===== config.mk =====
export PLATFORM = sky130hd
export DESIGN_NAME = controller_input_conditioner_flat
export DESIGN_NICKNAME = d
export VERILOG_FILES = /design/src/rtl/controller_input_conditioner_if.sv /design/src/rtl/controller_input_conditioner.sv /design/src/flat_wrapper.sv
export SDC_FILE = /design/constraint.sdc
export NUM_CORES = 1
export LEC_CHECK = 0
export BUFFER_PORTS_ARGS = -buffer_cell sky130_fd_sc_hd__buf_2
export CAP_MARGIN = 40
export CORE_MARGIN = 2
export CORE_UTILIZATION = 30
export CTS_BUF_LIST = sky130_fd_sc_hd__clkbuf_16
export DETAILED_ROUTE_END_ITERATION = 6
export PLACE_DENSITY = 0.56
export SKIP_CTS_REPAIR_TIMING = 1
export SYNTH_ARGS = -nofsm -noshare
export SYNTH_HDL_FRONTEND = slang
export SYNTH_SLANG_ARGS = --single-unit

===== constraint.sdc =====
create_clock -name clk -period 2.7 [get_ports clk]
set_input_delay 0.27 -clock clk [delete_from_list [all_inputs] [get_ports clk]]
set_output_delay 0.27 -clock clk [all_outputs]
set_load 0.05 [all_outputs]

===== src/rtl/controller_input_conditioner_if.sv =====
// Button bus between the board inputs and the input conditioner.
// There is no valid/ready handshake on this bus. buttons_raw is a free-running level
// from the board. controller carries fire-and-forget pulses, each exactly one cycle
// wide; the piece mover must consume a pulse in the cycle it is high.
// buttons_held is a level. rp_state_dbg exposes the four repeat FSM states,
// two bits per button, with bit i in [2i+1:2i].
interface controller_input_conditioner_if;
  logic [3:0] buttons_raw;
  logic [3:0] controller;
  logic [3:0] buttons_held;
  logic [7:0] rp_state_dbg;

  modport master (
    output buttons_raw,
    input  controller,
    input  buttons_held,
    input  rp_state_dbg
  );

  modport slave (
    input  buttons_raw,
    output controller,
    output buttons_held,
    output rp_state_dbg
  );
endinterface


===== src/rtl/controller_input_conditioner.sv =====
// Conditions four raw push-buttons into one-cycle move-command pulses.
// Each button is synchronised, debounced and then turned into a press pulse.
// Buttons whose REPEAT_MASK bit is set also auto-repeat while they are held.
// Left and right lock each other out while both are held.
module controller_input_conditioner #(
  parameter int unsigned DEBOUNCE_CYCLES = 500_000,
  parameter int unsigned REPEAT_DELAY    = 12_500_000,
  parameter int unsigned REPEAT_RATE     = 5_000_000,
  parameter logic [3:0]  REPEAT_MASK     = 4'b1011,
  parameter int unsigned CNT_W           = 24
) (
  input  logic                          clk,
  input  logic                          reset,
  controller_input_conditioner_if.slave cmd_if
);

  typedef enum logic [1:0] {
    RP_IDLE   = 2'd0,
    RP_DELAY  = 2'd1,
    RP_REPEAT = 2'd2
  } rp_state_e;

  // Terminal counts. A counter is compared against its terminal count before it
  // increments, so it never wraps.
  localparam logic [CNT_W-1:0] DB_LAST = CNT_W'(DEBOUNCE_CYCLES - 1);
  localparam logic [CNT_W-1:0] RD_LAST = CNT_W'(REPEAT_DELAY - 1);
  localparam logic [CNT_W-1:0] RR_LAST = CNT_W'(REPEAT_RATE - 1);

  logic [3:0]       sync1_q;
  logic [3:0]       sync2_q;
  logic [CNT_W-1:0] db_cnt_q [4];
  logic [CNT_W-1:0] db_cnt_d [4];
  logic [3:0]       held_q;
  logic [3:0]       held_d;
  rp_state_e        rp_state_q [4];
  rp_state_e        rp_state_d [4];
  logic [CNT_W-1:0] rp_cnt_q [4];
  logic [CNT_W-1:0] rp_cnt_d [4];
  logic [3:0]       pulse_raw;
  logic [3:0]       ctrl_q;
  logic [3:0]       ctrl_d;

  // Two-flop synchroniser on the asynchronous button inputs.
  always_ff @(posedge clk) begin
    if (reset) begin
      sync1_q <= '0;
      sync2_q <= '0;
    end else begin
      sync1_q <= cmd_if.buttons_raw;
      sync2_q <= sync1_q;
    end
  end

  // Debounce: a new synchronised level is accepted only after it has held for
  // DEBOUNCE_CYCLES consecutive cycles. Any return to the current level restarts the count.
  always_comb begin
    held_d = held_q;
    for (int i = 0; i < 4; i++) begin
      db_cnt_d[i] = '0;
      if (sync2_q[i] != held_q[i]) begin
        if (db_cnt_q[i] == DB_LAST) begin
          held_d[i]   = sync2_q[i];
          db_cnt_d[i] = '0;
        end else begin
          db_cnt_d[i] = db_cnt_q[i] + 1'b1;
        end
      end
    end
  end

  // Debounce state registers.
  always_ff @(posedge clk) begin
    if (reset) begin
      held_q <= '0;
      for (int i = 0; i < 4; i++) db_cnt_q[i] <= '0;
    end else begin
      held_q <= held_d;
      for (int i = 0; i < 4; i++) db_cnt_q[i] <= db_cnt_d[i];
    end
  end

  // Repeat FSM state register.
  always_ff @(posedge clk) begin
    if (reset) begin
      for (int i = 0; i < 4; i++) begin
        rp_state_q[i] <= RP_IDLE;
        rp_cnt_q[i]   <= '0;
      end
    end else begin
      for (int i = 0; i < 4; i++) begin
        rp_state_q[i] <= rp_state_d[i];
        rp_cnt_q[i]   <= rp_cnt_d[i];
      end
    end
  end

  // Repeat FSM next state. The FSM follows held_d, so a press or a release takes
  // effect in the same cycle as the buttons_held change.
  always_comb begin
    for (int i = 0; i < 4; i++) begin
      rp_state_d[i] = rp_state_q[i];
      rp_cnt_d[i]   = '0;
      if (!held_d[i]) begin
        rp_state_d[i] = RP_IDLE;
      end else begin
        case (rp_state_q[i])
          RP_IDLE: begin
            // A non-repeating button stays here until it is released. The press
            // pulse comes from the held edge, so it fires only once per press.
            if (!held_q[i] && REPEAT_MASK[i]) rp_state_d[i] = RP_DELAY;
          end
          RP_DELAY: begin
            if (rp_cnt_q[i] == RD_LAST) rp_state_d[i] = RP_REPEAT;
            else                        rp_cnt_d[i]   = rp_cnt_q[i] + 1'b1;
          end
          RP_REPEAT: begin
            if (rp_cnt_q[i] != RR_LAST) rp_cnt_d[i] = rp_cnt_q[i] + 1'b1;
          end
          default: rp_state_d[i] = RP_IDLE;
        endcase
      end
    end
  end

  // Repeat FSM output. A button raises its pulse request on the press edge and on
  // each repeat terminal count. A release never produces a pulse.
  always_comb begin
    pulse_raw = '0;
    for (int i = 0; i < 4; i++) begin
      if (held_d[i]) begin
        case (rp_state_q[i])
          RP_IDLE:   pulse_raw[i] = !held_q[i];
          RP_DELAY:  pulse_raw[i] = (rp_cnt_q[i] == RD_LAST);
          RP_REPEAT: pulse_raw[i] = (rp_cnt_q[i] == RR_LAST);
          default:   pulse_raw[i] = 1'b0;
        endcase
      end
    end
  end

  // Left/right lockout. The FSMs keep counting underneath, and only the pulses are masked.
  always_comb begin
    ctrl_d = pulse_raw;
    if (held_d[0] && held_d[1]) ctrl_d[1:0] = 2'b00;
  end

  // Registered command pulses, aligned with the buttons_held register.
  always_ff @(posedge clk) begin
    if (reset) ctrl_q <= '0;
    else       ctrl_q <= ctrl_d;
  end

  // Outputs and FSM state visibility.
  always_comb begin
    cmd_if.controller   = ctrl_q;
    cmd_if.buttons_held = held_q;
    for (int i = 0; i < 4; i++) cmd_if.rp_state_dbg[2*i +: 2] = rp_state_q[i];
  end

endmodule


===== src/flat_wrapper.sv =====
// flat-port wrapper written by rule: the top's interface ports become plain ports
module controller_input_conditioner_flat 
#(
  parameter int unsigned DEBOUNCE_CYCLES = 500_000,
  parameter int unsigned REPEAT_DELAY    = 12_500_000,
  parameter int unsigned REPEAT_RATE     = 5_000_000,
  parameter logic [3:0]  REPEAT_MASK     = 4'b1011,
  parameter int unsigned CNT_W           = 24
)
  (clk, reset, cmd_if_buttons_raw, cmd_if_controller, cmd_if_buttons_held, cmd_if_rp_state_dbg);
  controller_input_conditioner_if cmd_if_i ();
  input  logic clk;
  input  logic reset;
  input wire logic [$bits(cmd_if_i.buttons_raw)-1:0] cmd_if_buttons_raw;
  output wire logic [$bits(cmd_if_i.controller)-1:0] cmd_if_controller;
  output wire logic [$bits(cmd_if_i.buttons_held)-1:0] cmd_if_buttons_held;
  output wire logic [$bits(cmd_if_i.rp_state_dbg)-1:0] cmd_if_rp_state_dbg;
  assign cmd_if_i.buttons_raw = cmd_if_buttons_raw;
  assign cmd_if_controller = cmd_if_i.controller;
  assign cmd_if_buttons_held = cmd_if_i.buttons_held;
  assign cmd_if_rp_state_dbg = cmd_if_i.rp_state_dbg;
  controller_input_conditioner #(.DEBOUNCE_CYCLES(DEBOUNCE_CYCLES), .REPEAT_DELAY(REPEAT_DELAY), .REPEAT_RATE(REPEAT_RATE), .REPEAT_MASK(REPEAT_MASK), .CNT_W(CNT_W)) u_core (.clk(clk), .reset(reset), .cmd_if(cmd_if_i));
endmodule

==> metrics <==
crit path kind flop to flop; H-tree Lvls 4; status completed; height of the die 176 microns; Async SR Flop Fraction 0%; 1st-pass router iterations 4; final hold violation count 0; CTS clk-pin slew, worst paths 0.07 ns; all-layer global routing usage 11.7%; worst-margin pin slew 0.813 ns; Netlist cell types 55; Vias 6682; MaxCap Viol Count 0; n_diodes 0; global placer's final weighted congestion 0.793; clock skew 0.0107 ns; # fillers 2997; antenna violations before repair 0; full die area 30900 sq um; Slew HR 45.3%; worst-path maximum fanout 28; hold_sp cmd_if_buttons_raw[3]; CTS Buf Count 17; NumNets Final 1071; Post-Syn Area per Cell 8.68 sq um; Crit. End Element flop; final setup TNS 0 ns; Cell Area, Synth 8860 sq um; number of global-route vias before repair 6309; Finish-stage setup viols 0; num ports 22; CP Launch Type flop; Longest Clk Path Bufs 2; synth warn 0; Starting Density 30.7%; FF+latch count, synth 190; num rows 62; Synth Flop Type dfxtp_1; DR WL/cell 11.9 microns; share of post-route cells with drive strength above 1 8.43%; Clock Latency Late Sink 0.43 ns; Slew Limit Fails 0; DP HPWL 11800 microns; worst setup margin 0.256 ns; reg-to-reg critical path startpoint u_core.db_cnt_q[0][7]; Post-Synthesis Cells 1021; CP arrival 2.76 ns; CP Launch Point u_core.db_cnt_q[0][7]; drt initial violations 290; Final Cycle Share 90.5%; Sink Count 190; Fmax 0.409 GHz; area grow syn2layout 12.6%; post-route design area 9980 sq um; Core Area 28900 sq um; PortBufs 19; fin crit period 2.44 ns; Residual DRC 0; Power Density 522 nW/um^2; number of synthesized flops with an enable pin 0; Routed WL 17100 microns; maximum vdd drop 0.000287 V; DRT antenna net count 0; die width 176 microns; fin util 34.6%; global route overflow 0; required time of the critical path 3.01 ns; largest net degree at the start of global routing 29; first-pass GRT wire length 30100 microns; Hold Path Class input port to flop; DP Worst Slack 0.282 ns; sequential share of the synthesized area 42.9%; placed cell areas 9430 sq um; CTS tree yes; total power 5210 uW; root buffer cell clkbuf_16; RSZ-0062 raised after global routing false; Vias/cell 4.64; Lkg Pwr 0.00311 uW
[cells in the mapped netlist, types with 2 or more instances]
master	number	area (sq um)
or4_1	4	30.0
or4bb_1	2	22.5
nor3b_1	3	22.5
or4b_2	3	30.0
o21ai_0	2	10.0
nand4_1	48	300
nor4b_1	10	87.6
xor2_1	80	701
nor2b_1	11	68.8
a211oi_1	2	15.0
nand4b_1	3	26.3
clkbuf_1	19	71.3
and2_1	6	37.5
xnor2_1	78	683
nor3_1	43	215
buf_4	2	15.0
and4_1	15	131
buf_2	6	30.0
nand3_1	64	320
buf_6	2	22.5
nor2_1	195	732
mux2_2	2	22.5
a21oi_1	14	70.1
nor4_1	25	156
dfxtp_1	190	3800
nor3_2	16	160
ha_1	22	275
nand3b_1	2	15.0
o22ai_1	2	12.5
or3_1	8	50.1
and3_1	17	106
nand2_1	60	225
mux2i_1	3	30.0
inv_1	40	150
a21o_1	2	15.0
[state kept, by name, indices dropped and copies added (netlist names)]
signal	flops
u_core.rp_state_q	6
u_core.cmd_if.controller	4
u_core.db_cnt_q	96
u_core.sync1_q	4
u_core.rp_cnt_q	72
u_core.sync2_q	4
u_core.cmd_if.buttons_held	4
[critical path, stage by stage, from the launching register on]
cell and delay, ns:
dfxtp_1 0.35, or4_1 0.53, or4_4 0.50, nor4_4 0.30
mux2i_4 0.32, buf_12 0.23, nor3_1 0.08
[area by class of cell]
cell class	count	area (sq um)	area share (%)
repair buffers	32	218	2.18
multi-input cells	762	4780	47.9
clock inverters	15	123	1.23
flip-flops and latches	190	3800	38.1
clock buffers	17	425	4.26
inverters	40	150	1.51
well taps	384	480	4.82
[final timing paths]
check                                 to  slack (ns)  depth (start not counted)
setup / recovery  u_core.rp_cnt_q[0][23]        0.26                          6
hold / removal         u_core.sync1_q[3]        0.05                          2
setup reg to reg  u_core.rp_cnt_q[0][23]        0.26                          6
hold reg to reg    u_core.rp_cnt_q[1][0]        0.44                          1
[kinds of logic (layout without fill, tap and decap cells)]
logic type                 after synthesis  in the layout  synth area share [%]
adders and majority gates               22             22                  3.11
buffers and inverters                   70            104                  3.30
and+or+nand+nor                        545            545                  32.2
xor gates and xnor gates               158            158                  15.6
AOI/OAI and AO/OA                       29             29                  2.09
other                                    1              2                0.0423
muxes                                    6              6                 0.748
DFF                                    190            190                  42.9
[cell usage in the layout (no fill, tap or decap), drive strengths merged, types with 3 or more instances in the layout]
cell	netlist	routed
nor2	195	195
dfxtp	190	190
xor2	80	80
xnor2	78	78
nand3	64	64
nand2	60	60
nor3	60	60
nand4	48	48
inv	40	44
buf	11	32
nor4	26	26
ha	22	22
and3	17	17
clkbuf	19	17
and4	15	15
a21oi	14	14
nor2b	11	11
nor4b	10	10
or3	9	9
clkinv	0	8
and2	6	6
or4	5	5
nor3b	4	4
or4b	4	4
mux2i	4	4
nand4b	3	3
[layer usage]
layer	wire length, microns	part of all wire (%)	global-route usage, %	vias up
li1	-	-	-	3525
met1	8980	53	16.0	3098
met2	7630	45	18.4	50
met3	288	1.7	2.01	9
met4	174	1.0	4.48	0
met5	0	0	0	-
[report_power, final]
group / switching [uW] / internal (uW) / leakage [uW] / total, uW
Clock: 1090 / 1270 / 0.000271 / 2360
Combinational: 28.1 / 10.7 / 0.00131 / 38.8
Sequential: 4.08 / 2810 / 0.00153 / 2810
[per-stage QoR]
stage | hold slack, ns | cells
after global routing | 0.0573 | 1440
after detailed placement | 0.427 | 1408
after global placement | 0.424 | 1408
final | 0.0481 | 1440
after floorplan | 0.398 | 1022
after CTS | 0.0246 | 1440
No activity file was read; power rests on OpenSTA's default activity.
